===== src/rtl/fifo_wr_arbiter.sv =====
// Round-robin arbiter sharing one fifo write port among NUM_REQ level-request producers, bounded bursts.
// Latency: one cycle from req to first gnt; one IDLE cycle per handover. Backpressure: fifo_full stalls the owner combinationally.
module fifo_wr_arbiter #(
    parameter int NUM_REQ    = 4,
    parameter int DATA_WIDTH = 8,
    parameter int MAX_BURST  = 4
) (
    input  logic                          clock,
    input  logic                          rst,
    input  logic [NUM_REQ-1:0]            req,
    input  logic [NUM_REQ*DATA_WIDTH-1:0] req_data,
    output logic [NUM_REQ-1:0]            gnt,
    input  logic                          fifo_full,
    output logic                          fifo_wr,
    output logic [DATA_WIDTH-1:0]         fifo_data,
    output logic                          busy,
    output logic [$clog2(NUM_REQ)-1:0]    owner_id
);

    localparam int ID_W  = $clog2(NUM_REQ);
    localparam int CNT_W = $clog2(MAX_BURST + 1);

    typedef enum logic {IDLE, OWN} state_t;

    state_t            state, state_nxt;
    logic [ID_W-1:0]   owner_nxt;
    logic [ID_W-1:0]   rr_ptr, rr_ptr_nxt;
    logic [ID_W-1:0]   owner_inc;
    logic [ID_W-1:0]   pick_id, cand;
    logic              pick_vld;
    logic [CNT_W-1:0]  burst_cnt, burst_cnt_nxt;
    logic              owner_req;
    logic              accept;
    int                idx;

    // Scan downwards so the lowest offset from rr_ptr wins.
    always_comb begin
        pick_vld = 1'b0;
        pick_id  = '0;
        cand     = '0;
        idx      = 0;
        for (int k = NUM_REQ - 1; k >= 0; k--) begin
            idx = int'(rr_ptr) + k;
            if (idx >= NUM_REQ) idx = idx - NUM_REQ;
            cand = ID_W'(idx);
            if (req[cand]) begin
                pick_vld = 1'b1;
                pick_id  = cand;
            end
        end
    end

    assign owner_inc = (owner_id == ID_W'(NUM_REQ - 1)) ? '0 : owner_id + 1'b1;
    assign owner_req = req[owner_id];
    assign accept    = (state == OWN) && owner_req && !fifo_full;
    assign busy      = (state == OWN);

    always_comb begin
        state_nxt     = state;
        owner_nxt     = owner_id;
        rr_ptr_nxt    = rr_ptr;
        burst_cnt_nxt = burst_cnt;
        gnt           = '0;
        fifo_wr       = accept;
        fifo_data     = '0;

        if (accept) gnt[owner_id] = 1'b1;
        if (state == OWN) fifo_data = req_data[int'(owner_id)*DATA_WIDTH +: DATA_WIDTH];

        case (state)
            IDLE: begin
                if (pick_vld) begin
                    state_nxt     = OWN;
                    owner_nxt     = pick_id;
                    burst_cnt_nxt = '0;
                end
            end
            OWN: begin
                if (!owner_req) begin
                    state_nxt  = IDLE;
                    rr_ptr_nxt = owner_inc;
                end else if (!fifo_full) begin
                    burst_cnt_nxt = burst_cnt + 1'b1;
                    if (burst_cnt_nxt == CNT_W'(MAX_BURST)) begin
                        state_nxt  = IDLE;
                        rr_ptr_nxt = owner_inc;
                    end
                end
            end
            default: state_nxt = IDLE;
        endcase
    end

    always_ff @(posedge clock or negedge rst) begin
        if (!rst) begin
            state     <= IDLE;
            owner_id  <= '0;
            rr_ptr    <= '0;
            burst_cnt <= '0;
        end else begin
            state     <= state_nxt;
            owner_id  <= owner_nxt;
            rr_ptr    <= rr_ptr_nxt;
            burst_cnt <= burst_cnt_nxt;
        end
    end

endmodule

===== config.mk =====
export PLATFORM = sky130hd
export DESIGN_NAME = fifo_wr_arbiter
export DESIGN_NICKNAME = d
export VERILOG_FILES = /design/src/rtl/fifo_wr_arbiter.sv
export SDC_FILE = /design/constraint.sdc
export NUM_CORES = 1
export LEC_CHECK = 0
export CAP_MARGIN = 20
export CORE_MARGIN = 5
export CORE_UTILIZATION = 36
export DETAILED_ROUTE_END_ITERATION = 16
export PLACE_DENSITY = 0.79
export SLEW_MARGIN = 30
export SYNTH_ARGS = -nofsm -noshare
export SYNTH_HDL_FRONTEND = slang
export SYNTH_SLANG_ARGS = --single-unit

===== constraint.sdc =====
create_clock -name clock -period 2.55 [get_ports clock]
set_clock_uncertainty 0.15 [all_clocks]
set_input_delay 0.765 -clock clock [delete_from_list [all_inputs] [get_ports clock]]
set_output_delay 0.765 -clock clock [all_outputs]
set_load 0.02 [all_outputs]

==> flow_metrics.py <==
metrics = {
    "run_status": {
        "status": "complete, but fails checks",
        "violations": "negative setup slack",
    },
    "run": {
        "maxCapViolCount": 0,
    },
    "logic_synthesis": {
        "synth-seq-area-share": 0.2319,
        "synth_ff_type": "dfrtp_1",
        "synth_edf_count": 0,
        "synthTopCellsByCount": "12 x and2_1, 8 x dfrtp_1, 8 x mux4_2",
        "synth.avg_cell_area_sq_um": 10.53,
        "synth_warnings": 0,
        "synth_top_cell_by_area": "dfrtp_1",
        "syn_area_sq_um": 863.3,
        "async_reset_ff_frac": 1.000,
        "synth_area_leaders": "dfrtp_1 23%, mux4_2 21%, and2_1 8.7%",
        "ys_seq_elements": 8,
        "yosysUniqueCellTypes": 30,
        "synth.most_common_cell": "and2_1",
        "synthesis.nets": 127,
        "synth_cells": 82,
        "yosysTopAreaCellShare": 0.2319,
    },
    "power": {
        "p_leak_nw": 0.7411,
        "ir_drop_mv": 0.7269,
        "p_per_area_nw_per_um2": 1103,
        "power.total_mw": 1.682,
    },
    "floorplan": {
        "coreArea_sq_um": 2255,
        "rows": 17,
        "dieArea_sq_um": 3477,
        "num_io_pins": 55,
        "die_w_um": 58.97,
        "chipHeight_um": 58.97,
        "start_util": 0.3829,
    },
    "cells_and_area": {
        "drive_gt1_frac": 0.6104,
        "area_growth_pct": 76.67,
        "final_nets": 201,
        "final_cell_count_no_fill": 182,
        "post-route-util": 0.6765,
        "stdcell_area_sq_um": 1525,
        "n_fill_cell": 178,
        "diodes": 0,
    },
    "detailed_routing": {
        "viasPerCell": 5.159,
        "drt_iter0_drc": 21,
        "vias": 939,
        "ant_nets": 0,
        "first_pass_iters": 3,
        "drc_errors": 0,
        "wl_um": 2900,
        "wl_per_cell_um": 15.93,
    },
    "global_route": {
        "grt_max_degree": 18,
        "top_usage_layer": "met2",
        "grt_pass1_vias": 971,
        "met2_usage": 0.3139,
        "antenna_found_initial": 0,
        "grt_first_pass_wirelength_um": 4678,
        "grtUsageMet1": 0.2081,
        "groute.usage.overall": 0.1764,
        "grt_use_met3": 0.06536,
        "grt_remaining_overflow": 0,
    },
    "timing": {
        "rsz0062_at_grt": "true",
        "min_period_ps": 2629,
        "setup_ws_ps": -78.59,
        "hold_viol": 0,
        "max_slew.worst_pin.slew_ps": 343.0,
        "max_slew_margin": 0.7654,
        "setup_viol": 5,
        "drv_slew": 0,
        "fin_crit_sh": 1.031,
        "max_freq_ghz": 0.3804,
        "fin_hold_ws_ps": 411.0,
    },
    "hold_path": {
        "hp-class": "flip-flop to flip-flop",
    },
    "setup_path": {
        "start_kind": "primary input",
        "rrSetupSlack_ps": 760,
        "cp.arrival_ps": 1710,
        "cp_max_fo": 5,
        "required_ps": 1640,
        "end_kind": "primary output",
        "worstSetupPathType": "primary input to primary output",
    },
    "placed_design": {
        "portBuffers": 54,
        "dp_cells": 174,
        "place_hpwl_um": 2328,
        "placed_area_sq_um": 1524,
        "routabilityCongestion": 0.8010,
    },
    "clock_network": {
        "cts_buffer_depth": 2,
        "cts_tree": "done",
        "cts_max_level": 1,
        "clk_pin_slew_worst_paths_ps": 50,
        "cts.sinks": 8,
        "cts_buffers": 3,
        "clk_latency_ps": 250,
        "cts-hold-fix-buffers": 0,
        "cts-root-buf": "clkbuf_4",
    },
}
-- cell type report --
class / count / area (sq um) / area share
multi-input combinational: 65 / 668.1 / 0.4381
timing repair buffer: 73 / 578.1 / 0.3790
sequential: 8 / 202.7 / 0.1329
tap: 28 / 35.03 / 0.02297
clock buffer: 3 / 22.52 / 0.01477
inverter: 5 / 18.77 / 0.01231
-- what timing repair did --
item | CTS | global route
setup buffers | 4 | 1
gates cloned | 0 | 1
pin swaps | 12 | 5
resized for setup | 198 | 5
endpoints found under the setup margin | 13 | 14
-- final timing paths --
kind / startpoint / cells after the start / to
setup / recovery: fifo_full / 5 / gnt[3]
hold / removal: burst_cnt[0] / 1 / burst_cnt[0]
setup reg to reg: burst_cnt[0] / 5 / rr_ptr[1]
hold reg to reg: burst_cnt[0] / 1 / burst_cnt[0]
max in group asynchronous: rst / 1 / owner_id[1]
min in group asynchronous: rst / 1 / burst_cnt[1]
-- sequential cells by signal, indices dropped and copies added (netlist names) --
register,flops
rr_ptr,2
burst_cnt,3
owner_id,2
busy,1
-- placed cells by master (no fill, tap or decap), types with 4 or more instances in the layout --
master and n:
dlygate4sd2_1 4, mux4_2 8, buf_4 15, inv_1 5, buf_2 29, nor2b_1 4
buf_6 16, clkdlybuf4s50_1 4, and2_4 12, dfrtp_1 6, ha_1 6
-- where the power goes --
part           internal [mW]  leakage (nW)  switching, mW
combinational          0.762         0.630          0.559
clock                 0.0537        0.0138         0.0409
sequential             0.190        0.0973         0.0767
total                   1.01         0.741          0.677
-- cells by family (layout without fill, tap and decap cells) --
group | count (synthesis) | after routing | synth area share
buf+inv | 9 | 81 | 0.06521
compound gates | 16 | 16 | 0.1348
mux | 14 | 14 | 0.2841
flops | 8 | 8 | 0.2319
fa+ha+maj | 6 | 6 | 0.08695
simple gates | 29 | 29 | 0.1971
-- worst max-delay path: stages --
cell and delay [ps]:
buf_6 90, or3b_4 370, o22ai_4 190, and2_4 190, buf_6 110
-- stage by stage --
step                      setup TNS [ps]  worst slack (ps)
after floorplan                        0             32.11
after global placement             -9726            -884.9
after detailed placement           -9974            -902.9
after CTS                         -518.3            -118.3
after global routing              -884.7            -144.8
final                             -332.7            -78.59
-- metal layers --
metal  vias up  routed length, um  part of all wire
li1        446                  -                 -
met1       450               1128              0.39
met2        43               1401              0.48
met3         0                371              0.13
met4         0                  0                 0
met5         -                  0                 0
Note: power is estimated with default switching activity, not from simulation.
